==> src/rtl/pic_pkg.sv <==
// Shared types and constants for the interrupt sequencer.
//   ir_idx_t     - 3-bit IR level index
//   pic_state_t  - INTA handshake FSM states
//   vec_byte_t   - vector byte layout {T7..T3, IR index}
//   prio_rank()  - position of an IR level in the rotated priority order
package pic_pkg;

    localparam int unsigned NUM_IR = 8;
    localparam int unsigned IDX_W  = 3;
    localparam int unsigned VB_W   = 5;

    typedef logic [IDX_W-1:0] ir_idx_t;

    localparam ir_idx_t SPURIOUS_IDX = 3'd7;

    typedef enum logic [2:0] {
        IDLE,
        PEND,
        ACK1,
        GAP,
        ACK2
    } pic_state_t;

    typedef struct packed {
        logic [VB_W-1:0] base;
        ir_idx_t         idx;
    } vec_byte_t;

    // Rank 0 is the highest priority: the level just after the lowest-priority pointer.
    function automatic ir_idx_t prio_rank(input ir_idx_t idx, input ir_idx_t lp);
        return ir_idx_t'(idx - lp - ir_idx_t'(1));
    endfunction

endpackage

==> src/rtl/pic_int_sequencer_if.sv <==
// Bus between the CPU-side/IRR-side logic and the interrupt sequencer.
// Optional macro PIC_POLL_CMD_EN adds poll_strobe.
//   master : drives irr, imr, inta_n, EOI command, mode bits, vector_base
//   slave  : drives int_out, data_out, data_oe, irr_clr, irr_clr_idx, isr,
//            highest_priority
interface pic_int_sequencer_if;
    import pic_pkg::*;

    logic [NUM_IR-1:0] irr;
    logic [NUM_IR-1:0] imr;
    logic              inta_n;
    logic              eoi_strobe;
    logic              eoi_specific;
    ir_idx_t           eoi_level;
    logic              aeoi;
    logic              rotate_en;
    logic [VB_W-1:0]   vector_base;
`ifdef PIC_POLL_CMD_EN
    logic              poll_strobe;
`endif
    logic              int_out;
    logic [7:0]        data_out;
    logic              data_oe;
    logic              irr_clr;
    ir_idx_t           irr_clr_idx;
    logic [NUM_IR-1:0] isr;
    ir_idx_t           highest_priority;

    modport master (
`ifdef PIC_POLL_CMD_EN
        output poll_strobe,
`endif
        output irr, imr, inta_n, eoi_strobe, eoi_specific, eoi_level,
        output aeoi, rotate_en, vector_base,
        input  int_out, data_out, data_oe, irr_clr, irr_clr_idx, isr,
        input  highest_priority
    );

    modport slave (
`ifdef PIC_POLL_CMD_EN
        input  poll_strobe,
`endif
        input  irr, imr, inta_n, eoi_strobe, eoi_specific, eoi_level,
        input  aeoi, rotate_en, vector_base,
        output int_out, data_out, data_oe, irr_clr, irr_clr_idx, isr,
        output highest_priority
    );

endinterface

==> src/rtl/pic_priority_resolver.sv <==
// Combinational priority resolver: finds the first set bit of i_vec scanning
// from (i_lp + 1) mod 8 upward with wrap-around.
//   i_vec   - request or in-service vector
//   i_lp    - lowest-priority level pointer
//   o_idx   - winning level (0 when none)
//   o_valid - any bit set
module pic_priority_resolver
    import pic_pkg::*;
(
    input  logic [NUM_IR-1:0] i_vec,
    input  ir_idx_t           i_lp,
    output ir_idx_t           o_idx,
    output logic              o_valid
);

    ir_idx_t w_pos;

    // Scan lowest priority first so the highest-priority hit overwrites.
    always_comb begin
        o_idx   = '0;
        o_valid = 1'b0;
        w_pos   = '0;
        for (int k = int'(NUM_IR) - 1; k >= 0; k--) begin
            w_pos = ir_idx_t'(i_lp + ir_idx_t'(k) + ir_idx_t'(1));
            if (i_vec[w_pos]) begin
                o_idx   = w_pos;
                o_valid = 1'b1;
            end
        end
    end

endmodule

==> src/rtl/pic_int_sequencer.sv <==
// 8259A-style interrupt sequencer: masks and prioritises requests against the
// in-service register, raises INT, runs the two-pulse INTA handshake, drives
// the vector byte and processes EOI / automatic EOI.
// Optional macro PIC_POLL_CMD_EN enables the poll command (bus.poll_strobe).
//   clk   - system clock
//   reset - synchronous, active-high
//   bus   - pic_int_sequencer_if.slave (requests, INTA, EOI, vector, status)
module pic_int_sequencer
    import pic_pkg::*;
(
    input  logic                 clk,
    input  logic                 reset,
    pic_int_sequencer_if.slave   bus
);

    logic [NUM_IR-1:0] w_req;
    ir_idx_t           w_req_idx;
    logic              w_req_valid;
    ir_idx_t           w_isr_idx;
    logic              w_isr_valid;
    logic              w_elig;
    logic              w_fall;
    logic              w_rise;

    pic_state_t        r_state;
    pic_state_t        w_state_nxt;
    ir_idx_t           r_lp;
    ir_idx_t           w_lp_nxt;
    ir_idx_t           r_hp;
    logic              r_elig;
    ir_idx_t           r_idx;
    ir_idx_t           w_idx_nxt;
    logic              r_spur;
    logic              w_spur_nxt;
    logic              r_inta_prev;

    logic              r_int_out;
    logic              w_int_nxt;
    logic [7:0]        r_data_out;
    logic [7:0]        w_dout_nxt;
    logic              r_data_oe;
    logic              w_oe_nxt;
    logic              r_irr_clr;
    logic              w_clr_nxt;
    ir_idx_t           r_irr_clr_idx;
    ir_idx_t           w_clr_idx_nxt;
    logic [NUM_IR-1:0] r_isr;
    logic [NUM_IR-1:0] w_isr_nxt;

    logic              w_set_en;
    ir_idx_t           w_set_idx;
    logic              w_aeoi_clr;
    logic              w_eoi_hit;
    ir_idx_t           w_eoi_lvl;
    logic [NUM_IR-1:0] w_clr_mask;
    logic [NUM_IR-1:0] w_set_mask;

    assign w_req  = bus.irr & ~bus.imr;
    assign w_fall = r_inta_prev & ~bus.inta_n;
    assign w_rise = ~r_inta_prev & bus.inta_n;

    pic_priority_resolver u_req_res (
        .i_vec   (w_req),
        .i_lp    (r_lp),
        .o_idx   (w_req_idx),
        .o_valid (w_req_valid)
    );

    // Same order over the ISR: gives both the nesting level and the NS-EOI target.
    pic_priority_resolver u_isr_res (
        .i_vec   (r_isr),
        .i_lp    (r_lp),
        .o_idx   (w_isr_idx),
        .o_valid (w_isr_valid)
    );

    // Fully nested: winner must outrank the highest level already in service.
    assign w_elig = w_req_valid &&
                    (!w_isr_valid || (prio_rank(w_req_idx, r_lp) < prio_rank(w_isr_idx, r_lp)));

    // Handshake FSM next-state and registered-output next values.
    always_comb begin
        w_state_nxt   = r_state;
        w_int_nxt     = r_int_out;
        w_oe_nxt      = 1'b0;
        w_dout_nxt    = r_data_out;
        w_clr_nxt     = 1'b0;
        w_clr_idx_nxt = r_irr_clr_idx;
        w_idx_nxt     = r_idx;
        w_spur_nxt    = r_spur;
        w_set_en      = 1'b0;
        w_set_idx     = r_hp;
        w_aeoi_clr    = 1'b0;

        case (r_state)
            IDLE: begin
                if (r_elig) begin
                    w_int_nxt   = 1'b1;
                    w_state_nxt = PEND;
                end
            end
            PEND: begin
                // INT stays up even if the request vanishes; that path ends spurious.
                if (w_fall) begin
                    w_state_nxt = ACK1;
                    if (r_elig) begin
                        w_idx_nxt     = r_hp;
                        w_spur_nxt    = 1'b0;
                        w_set_en      = 1'b1;
                        w_clr_nxt     = 1'b1;
                        w_clr_idx_nxt = r_hp;
                    end else begin
                        w_idx_nxt  = SPURIOUS_IDX;
                        w_spur_nxt = 1'b1;
                    end
                end
            end
            ACK1: begin
                if (w_rise) begin
                    w_state_nxt = GAP;
                end
            end
            GAP: begin
                if (w_fall) begin
                    w_state_nxt = ACK2;
                    w_oe_nxt    = 1'b1;
                    w_dout_nxt  = vec_byte_t'{base: bus.vector_base, idx: r_idx};
                end
            end
            ACK2: begin
                if (w_rise) begin
                    w_state_nxt = IDLE;
                    w_int_nxt   = 1'b0;
                    w_aeoi_clr  = bus.aeoi && !r_spur;
                end else begin
                    w_oe_nxt = 1'b1;
                end
            end
            default: begin
                w_state_nxt = IDLE;
                w_int_nxt   = 1'b0;
            end
        endcase

`ifdef PIC_POLL_CMD_EN
        // Poll returns status instead of a vector and abandons any pending INT.
        if (((r_state == IDLE) || (r_state == PEND)) && bus.poll_strobe) begin
            w_state_nxt = IDLE;
            w_int_nxt   = 1'b0;
            w_oe_nxt    = 1'b1;
            w_dout_nxt  = {r_elig, 4'b0000, r_hp};
            w_set_en    = r_elig;
            w_set_idx   = r_hp;
            w_clr_nxt   = r_elig;
            if (r_elig) begin
                w_clr_idx_nxt = r_hp;
            end
        end
`endif
    end

    // ISR and rotation update: clears first, then sets, so a coinciding set wins.
    always_comb begin
        w_eoi_hit = 1'b0;
        w_eoi_lvl = bus.eoi_level;
        if (bus.eoi_strobe) begin
            if (bus.eoi_specific) begin
                w_eoi_hit = r_isr[bus.eoi_level];
            end else begin
                w_eoi_lvl = w_isr_idx;
                w_eoi_hit = w_isr_valid;
            end
        end

        w_clr_mask = '0;
        if (w_eoi_hit) begin
            w_clr_mask[w_eoi_lvl] = 1'b1;
        end
        if (w_aeoi_clr) begin
            w_clr_mask[r_idx] = 1'b1;
        end

        w_set_mask = '0;
        if (w_set_en) begin
            w_set_mask[w_set_idx] = 1'b1;
        end

        w_isr_nxt = (r_isr & ~w_clr_mask) | w_set_mask;

        w_lp_nxt = r_lp;
        if (bus.rotate_en) begin
            if (w_aeoi_clr) begin
                w_lp_nxt = r_idx;
            end
            if (w_eoi_hit) begin
                w_lp_nxt = w_eoi_lvl;
            end
        end
    end

    // State, resolution and output registers.
    always_ff @(posedge clk) begin
        if (reset) begin
            r_state       <= IDLE;
            r_lp          <= 3'd7;
            r_hp          <= '0;
            r_elig        <= 1'b0;
            r_idx         <= '0;
            r_spur        <= 1'b0;
            r_inta_prev   <= 1'b1;
            r_int_out     <= 1'b0;
            r_data_out    <= '0;
            r_data_oe     <= 1'b0;
            r_irr_clr     <= 1'b0;
            r_irr_clr_idx <= '0;
            r_isr         <= '0;
        end else begin
            r_state       <= w_state_nxt;
            r_lp          <= w_lp_nxt;
            r_hp          <= w_req_valid ? w_req_idx : r_hp;
            r_elig        <= w_elig;
            r_idx         <= w_idx_nxt;
            r_spur        <= w_spur_nxt;
            r_inta_prev   <= bus.inta_n;
            r_int_out     <= w_int_nxt;
            r_data_out    <= w_dout_nxt;
            r_data_oe     <= w_oe_nxt;
            r_irr_clr     <= w_clr_nxt;
            r_irr_clr_idx <= w_clr_idx_nxt;
            r_isr         <= w_isr_nxt;
        end
    end

    assign bus.int_out          = r_int_out;
    assign bus.data_out         = r_data_out;
    assign bus.data_oe          = r_data_oe;
    assign bus.irr_clr          = r_irr_clr;
    assign bus.irr_clr_idx      = r_irr_clr_idx;
    assign bus.isr              = r_isr;
    assign bus.highest_priority = r_hp;

endmodule

==> src/flat_wrapper.sv <==
// flat-port wrapper written by rule: the top's interface ports become plain ports
module pic_int_sequencer_flat import pic_pkg::*;
  (clk, reset, bus_irr, bus_imr, bus_inta_n, bus_eoi_strobe, bus_eoi_specific, bus_eoi_level, bus_aeoi, bus_rotate_en, bus_vector_base, bus_int_out, bus_data_out, bus_data_oe, bus_irr_clr, bus_irr_clr_idx, bus_isr, bus_highest_priority);
  pic_int_sequencer_if bus_i ();
  input  logic clk;
  input  logic reset;
  input wire logic [$bits(bus_i.irr)-1:0] bus_irr;
  input wire logic [$bits(bus_i.imr)-1:0] bus_imr;
  input wire logic [$bits(bus_i.inta_n)-1:0] bus_inta_n;
  input wire logic [$bits(bus_i.eoi_strobe)-1:0] bus_eoi_strobe;
  input wire logic [$bits(bus_i.eoi_specific)-1:0] bus_eoi_specific;
  input wire logic [$bits(bus_i.eoi_level)-1:0] bus_eoi_level;
  input wire logic [$bits(bus_i.aeoi)-1:0] bus_aeoi;
  input wire logic [$bits(bus_i.rotate_en)-1:0] bus_rotate_en;
  input wire logic [$bits(bus_i.vector_base)-1:0] bus_vector_base;
  output wire logic [$bits(bus_i.int_out)-1:0] bus_int_out;
  output wire logic [$bits(bus_i.data_out)-1:0] bus_data_out;
  output wire logic [$bits(bus_i.data_oe)-1:0] bus_data_oe;
  output wire logic [$bits(bus_i.irr_clr)-1:0] bus_irr_clr;
  output wire logic [$bits(bus_i.irr_clr_idx)-1:0] bus_irr_clr_idx;
  output wire logic [$bits(bus_i.isr)-1:0] bus_isr;
  output wire logic [$bits(bus_i.highest_priority)-1:0] bus_highest_priority;
  assign bus_i.irr = bus_irr;
  assign bus_i.imr = bus_imr;
  assign bus_i.inta_n = bus_inta_n;
  assign bus_i.eoi_strobe = bus_eoi_strobe;
  assign bus_i.eoi_specific = bus_eoi_specific;
  assign bus_i.eoi_level = bus_eoi_level;
  assign bus_i.aeoi = bus_aeoi;
  assign bus_i.rotate_en = bus_rotate_en;
  assign bus_i.vector_base = bus_vector_base;
  assign bus_int_out = bus_i.int_out;
  assign bus_data_out = bus_i.data_out;
  assign bus_data_oe = bus_i.data_oe;
  assign bus_irr_clr = bus_i.irr_clr;
  assign bus_irr_clr_idx = bus_i.irr_clr_idx;
  assign bus_isr = bus_i.isr;
  assign bus_highest_priority = bus_i.highest_priority;
  pic_int_sequencer u_core (.clk(clk), .reset(reset), .bus(bus_i));
endmodule
==> config.mk <==
export PLATFORM = sky130hd
export DESIGN_NAME = pic_int_sequencer_flat
export DESIGN_NICKNAME = d
export VERILOG_FILES = /design/src/rtl/pic_pkg.sv /design/src/rtl/pic_int_sequencer_if.sv /design/src/rtl/pic_priority_resolver.sv /design/src/rtl/pic_int_sequencer.sv /design/src/flat_wrapper.sv
export SDC_FILE = /design/constraint.sdc
export NUM_CORES = 1
export LEC_CHECK = 0
export CAP_MARGIN = 20
export CORE_MARGIN = 2
export CORE_UTILIZATION = 55
export CTS_CLUSTER_DIAMETER = 30
export DETAILED_ROUTE_END_ITERATION = 12
export GPL_ROUTABILITY_DRIVEN = 1
export PLACE_DENSITY = 0.81
export SLEW_MARGIN = 10
export SYNTH_ARGS = -nofsm -noshare
export SYNTH_HDL_FRONTEND = slang
export SYNTH_SLANG_ARGS = --single-unit
==> constraint.sdc <==
create_clock -name clk -period 7.7 [get_ports clk]
set_clock_uncertainty 0.2 [all_clocks]
set_input_delay 0.77 -clock clk [delete_from_list [all_inputs] [get_ports clk]]
set_output_delay 0.77 -clock clk [all_outputs]
set_load 0.02 [all_outputs]
Word level (Yosys, flattened, before mapping)
Index checks and enable logic that the tools add are counted.

cells by class
  add/subtract/negate cells = 18
  bitwise gates (word level) = 11
  reduce and logical (&&, ||, !) cells = 17
  equal/unequal tests = 9
  muxes and demuxes = 100
  magnitude comparators = 16

operators by type and width
  operator               number
  $mux W3                26
  $bmux W1 S3            17
  $lt A3 B4 Y1 const B   12
  $mux W1                48
  $add A3 B1 Y3 const B  8
  $mux W8                3
  $and A8 B8 Y8          2
  $not A8 Y8             2
  $or A8 B8 Y8           2
  $pmux W3 S5            1
  $add A3 B3 Y3 const B  4
  $ne A2 B1 Y1 const B   5
  $demux W1 S3           3
  $ge A3 B1 Y1 const B   3
  $add A3 B2 Y3 const B  2
  $eq A3 B2 Y1 const B   2
  $reduce_and A2 Y1      3
  $reduce_and A3 Y1      2
  $sub A3 B1 Y3 const B  2
  $sub A3 B3 Y3          2
  $logic_and A1 B1 Y1    5
  $reduce_and A5 Y1      1
  $eq A3 B1 Y1 const B   1
  $eq A3 B3 Y1 const B   1
  other kinds (10)       14

storage, ports and cells
  output and inout bits = 25
  input port bits = 31
  bits in registers = 37
  word-level logic and storage cells = 184

Depth between registers and ports, before layout
  word-level depth = 24
  gate-level depth with buffers = 21
  mapped depth without buffers = 16

Hierarchy
Synthesis repeated with hierarchy kept, for this count alone.

unflattened totals
  cell total of the unflattened synthesis = 454
  area, all modules = 3957.5 sq um

modules (own cells, without submodules)
  module                 area each (sq um)  cells an instance  instances  seq. area each (sq um)
  pic_int_sequencer      2068.2             246                1          740.7
  pic_priority_resolver  944.7              104                2          0.0

Worst setup path before layout
OpenSTA, ideal clock, no wires.

  path type = register to register
  from = register u_core.r_lp[1]
  to = register u_core.r_elig
  data arrival time = 4.673 ns
  cell stages (with the launch flop) = 21
  path buffers = 5
  data required time = 7.414 ns
  period minus slack after synthesis = 4.958 ns
  library setup time = 0.086 ns
  setup slack = 2.742 ns
  cells stage by stage = dfxtp_1 > buf_2 > buf_2 > clkinv_1 > ha_1 > buf_6 > buf_6 > buf_2 > mux4_2 > mux2i_1 > o21ai_0 > a21oi_1 > nor2_1 > a311o_1 > ha_1 > fa_1 > xnor2_1 > xnor2_1 > ha_1 > a21o_1 > a211oi_1

between the ends
  word-level cells in the longest chain between the ends = 17
  elaborated cells on any way between the ends = 86
  those cells by class = 18 x add/sub; 1 x order compare; 64 x mux; 3 x reduce/logical

ends and longest elaborated chain
  element                        line                         text
  start, declared                pic_int_sequencer.sv:27      ir_idx_t r_lp;
  start signal, assigned         pic_int_sequencer.sv:219     r_lp <= w_lp_nxt;
  $add A3 B3 Y3                  pic_priority_resolver.sv:24  w_pos = ir_idx_t'(i_lp + ir_idx_t'(k) + ir_idx_t'(1));
  $add A3 B1 Y3                  pic_priority_resolver.sv:24
  $bmux W1 S3                    pic_priority_resolver.sv:25  if (i_vec[w_pos]) begin
  $mux W1 (not written as such)  pic_priority_resolver.sv:25
  $mux W3 (7 in series)          pic_priority_resolver.sv:25
  $mux W3 (*)                    pic_priority_resolver.sv:25
  net u_core.u_req_res.o_idx[0]  pic_priority_resolver.sv:12  output ir_idx_t o_idx,
  $sub A3 B3 Y3 (*)              pic_pkg.sv:31                return ir_idx_t'(idx - lp - ir_idx_t'(1));
  $sub A3 B1 Y3 (*)              pic_pkg.sv:31
  $lt A3 B3 Y1 (*)               pic_int_sequencer.sv:79      (!w_isr_valid || (prio_rank(w_req_idx, r_lp) < prio_rank(w_isr_idx, r_lp)));
  $logic_or A1 B1 Y1 (*)         pic_int_sequencer.sv:79
  $logic_and A1 B1 Y1 (*)        pic_int_sequencer.sv:78      assign w_elig = w_req_valid &&
  end signal, assigned           pic_int_sequencer.sv:221     r_elig <= w_elig;
  end, declared                  pic_int_sequencer.sv:30      logic r_elig;

The timed path passes the listed nets; every way through them passes the cells marked *. The select of a mux whose other input is x is not followed.
A chain may end at the register's enable or synchronous reset.

Worst setup path after layout
  from = register u_core.r_lp[1]
  to = register u_core.r_elig

between the ends
  word-level cells in the longest chain between the ends = 17
  elaborated cells on any way between the ends = 86
  those cells by class = 18 x add/sub; 1 x order compare; 64 x mux; 3 x reduce/logical

ends and longest elaborated chain
  element                        line
  $add A3 B3 Y3                  pic_priority_resolver.sv:24
  $add A3 B1 Y3                  pic_priority_resolver.sv:24
  $bmux W1 S3                    pic_priority_resolver.sv:25
  $mux W1 (not written as such)  pic_priority_resolver.sv:25
  $mux W3 (8 in series)          pic_priority_resolver.sv:25
  $sub A3 B3 Y3                  pic_pkg.sv:31
  $sub A3 B1 Y3                  pic_pkg.sv:31
  $lt A3 B3 Y1                   pic_int_sequencer.sv:79
  $logic_or A1 B1 Y1             pic_int_sequencer.sv:79
  $logic_and A1 B1 Y1 (*)        pic_int_sequencer.sv:78

Mark *: on every way between the ends. The rest lies on a longest branch, timed or not. The select of a mux whose other input is x is not followed.

==> flow_summary.toml <==
[layout]
area_delta_synth_final_pct = 16.51
nFillCells = 539
fin_nets = 492
drive_gt1_share_pct = 14.57
diodes = 0
seq_area_sq_um = 740.7
multi_input_area_sq_mm = 0.002789

[drt]
drt-pass1-iter-count = 5
viasPerCell = 6.692
vias = 3567
routed_wl_mm = 9.901
dr.first_iter.drc_count = 323
antenna_left = 0
routedWlPerCell_um = 18.58
drc = 0

[synth]
yosys_warnings = 0
async_flop_share_pct = 0
yosysUniqueCellTypes = 77
synth_edf_count = 0
ys.flop_type = "dfxtp_1"
synth_nets = 456
synth_area_sq_mm = 0.003759
avgSynthCellArea_sq_um = 9.035
ys_seq_area_share_pct = 19.71
ys_seq_elements = 37
synth_cells = 416

[clock_tree]
clock_latency_ps = 290
clock_path_buffers = 2
cts_tree = "yes"
postCtsResizedCells = 0
cts_buffers = 5
cts_sinks = 37
cts_hold_buf = 0
path_clk_slew_ps = 70
clock-root-buffer = "clkbuf_8"
htreeDepth = 2
post_cts_buffers = 0

[setup_path]
reg2reg_depth = 16
criticalPathCategory = "reg -> reg"
regToRegSetupSlack_ps = 1740
r2r_start = "u_core.r_lp[1]"
reg2reg_to = "u_core.r_elig"
cp-end-kind = "flop"
cp_max_fo = 29
critPathSlowestCell = "dfxtp_1"
max_stage_delay_ps = 870
critPathLaunch = "u_core.r_lp[1]"
path_cells = "clkinv_1 -> ha_1 -> buf_4 -> mux4_1 -> mux2_2 -> o211a_1 -> o22ai_1 -> or2_2 -> inv_1 -> ha_1 -> fa_1 -> xor2_1 -> xnor2_1 -> ha_1 -> a21o_1 -> a211oi_1"
arrival_ps = 5950
cpMostUsedCell = "ha_1"
start_kind = "flop"
worstPathRequired_ps = 7690
endpoint = "u_core.r_elig"

[die]
die_w_um = 86.67
initial_utilization_pct = 55.94
fp.dieH_um = 86.67
rows = 30
fp.coreArea_sq_mm = 0.006719
die_area_sq_mm = 0.007511
io_pins = 56

[status]
status = "complete, no violations"

[pwr]
p_per_area_mw_per_mm2 = 131.4
p_leak_nw = 1.703
irDropWorstVdd_v = 0.0001536

[timing]
relSlewSlack_pct = 36.44
final-hold-violation-count = 0
layout_min_cycle_time_ps = 5963
fmax_mhz = 167.7
worst_pin_slew_ps = 946.1
finalSetupViolCount = 0
tns_ps = 0
rsz0062_at_grt = "false"
maxSlewViolCount = 0
setup_slack_ps = 1737
min_period_over_period_pct = 77.44

[grt]
track_usage_pct = 26.79
grt_overflow = 0
grt_pass1_wl_mm = 16.42
grt_max_degree = 42
grt_pass1_vias = 3420
antenna_found_initial = 0

[placed_design]
io_buffer_count = 55
place_congestion = 0.9332
dp_slack_ps = 1751
dpl.hpwl_mm = 7.215

[job]
maxCapViolCount = 0

[hold_path]
hold_class = "reg -> reg"
-- cells in the mapped netlist, drive strengths merged, types with 2 or more instances --
library cell | instances | area, sq um
a311oi | 2 | 17.52
o22ai | 4 | 25.02
nor3b | 4 | 30.03
o221a | 2 | 22.52
o21a | 2 | 15.01
and3b | 2 | 17.52
nor2 | 35 | 131.4
a31oi | 3 | 18.77
a32oi | 4 | 35.03
o221ai | 2 | 17.52
nand4 | 2 | 12.51
a211oi | 7 | 52.55
o211ai | 2 | 20.02
nand3b | 4 | 30.03
nor3 | 11 | 55.05
xnor2 | 5 | 51.30
mux2 | 12 | 138.9
a41oi | 3 | 41.29
nor4 | 4 | 25.02
or2 | 2 | 12.51
mux4 | 28 | 634.4
xor2 | 4 | 35.03
inv | 14 | 52.55
a221o | 3 | 30.03
ha | 7 | 87.58
fa | 2 | 40.04
clkbuf | 19 | 71.32
nand3 | 12 | 60.06
a22o | 2 | 17.52
mux2i | 32 | 327.8
nor2b | 8 | 50.05
a21o | 6 | 45.04
clkinv | 2 | 7.510
o21bai | 2 | 15.01
dfxtp | 37 | 740.7
nand2 | 26 | 97.59
a21oi | 19 | 95.09
buf | 12 | 97.58
o211a | 3 | 37.54
and3 | 3 | 18.77
o21ai | 27 | 138.9
nand2b | 16 | 100.1
-- kinds of logic (layout without fill, tap and decap cells) --
family                     Yosys count  in the layout  share of synthesized area (%)
xor gates and xnor gates            10             10                          2.929
DFF                                 37             37                          19.71
muxes                               72             72                          29.29
and+or+nand+nor                    134            134                          18.14
AOI/OAI and AO/OA                  107            107                          20.44
buffers and inverters               47             84                          6.092
adders and majority gates            9              9                          3.395
-- power by group --
part,internal [mW],leakage (nW),total (mW),switching (mW)
Sequential,0.202,0.301,0.221,0.0190
Clock,0.0808,0.0542,0.147,0.0663
Combinational,0.0983,1.35,0.207,0.109
Total,0.381,1.70,0.576,0.194
-- routing by layer --
layer  GRT usage (%)  vias to the layer above  part of all wire, %
li1                -                     1661                    -
met1           34.76                     1726                   40
met2           45.24                      161                   51
met3           4.667                       19                  7.4
met4           8.949                        0                  1.6
met5               0                        -                    0
-- registers in the layout, indices dropped and copies added, names as in the netlist --
register,flops
u_core.bus.data_out,8
u_core.bus.isr,8
u_core.bus.highest_priority,3
u_core.bus.irr_clr_idx,3
u_core.r_idx,3
u_core.r_lp,3
u_core.r_state,3
u_core.bus.data_oe,1
u_core.bus.int_out,1
u_core.bus.irr_clr,1
u_core.r_elig,1
u_core.r_inta_prev,1
u_core.r_spur,1
-- worst min-delay path by stage --
stage	startpoint	to	slack [ps]	cells after the start
after CTS	u_core.bus.irr_clr_idx[2]	u_core.bus.irr_clr_idx[2]	270	2
after detailed placement	u_core.bus.irr_clr_idx[2]	u_core.bus.irr_clr_idx[2]	260	2
after global routing	u_core.bus.irr_clr_idx[1]	u_core.bus.irr_clr_idx[1]	290	2
after global placement	u_core.bus.irr_clr_idx[1]	u_core.bus.irr_clr_idx[1]	250	2
final	u_core.bus.irr_clr_idx[2]	u_core.bus.irr_clr_idx[2]	260	2
after floorplan	u_core.r_spur	u_core.r_spur	280	2
-- area by class of cell --
type | instances | area share, %
inverters | 16 | 1.371
clock buffers | 7 | 2.200
multi-input cells | 332 | 63.69
clock inverters | 1 | 0.1143
flip-flops and latches | 37 | 16.91
well taps | 80 | 2.286
repair buffers | 60 | 13.43
-- worst max-delay path: cells and delay by family, from the launching register on --
family / cells / cell delay, ps
adders and majority gates: 4 / 1450
buffers and inverters: 3 / 1030
muxes: 2 / 1000
DFF: 1 / 870
AOI/OAI and AO/OA: 4 / 830
xor gates and xnor gates: 2 / 300
and+or+nand+nor: 1 / 180
-- layout by cell type, fill, tap and decap left out, types with 3 or more instances in the layout --
master	count
nand2b_1	16
xor2_1	4
clkbuf_8	7
nand3_1	12
mux2_2	11
a211oi_1	7
dfxtp_1	37
buf_4	5
a21oi_1	19
o21ai_0	25
and3_1	3
o22ai_1	4
xnor2_1	4
a21o_1	6
a31oi_1	3
inv_1	13
ha_1	7
nor3_1	11
nor3b_1	4
mux2i_1	30
a221o_1	3
nor2_1	35
a32oi_1	4
nand2_1	26
nor4_1	4
clkdlybuf4s50_1	55
nand3b_1	4
nor2b_1	8
mux4_2	27
-- metrics by stage --
step | area [sq um] | util (%) | std cells | hold WS [ps] | total power [mW]
final | 4379 | 65.18 | 533 | 265.0 | 0.5756
after floorplan | 3759 | - | 416 | 278.3 | 0.3687
after detailed placement | 4278 | 63.67 | 525 | 256.2 | 0.4291
after global placement | 4278 | 63.67 | 525 | 245.1 | 0.4246
after CTS | 4379 | 65.18 | 533 | 270.4 | 0.5785
after global routing | 4379 | 65.18 | 533 | 287.5 | 0.6086
(Power assumes the default switching activity.)
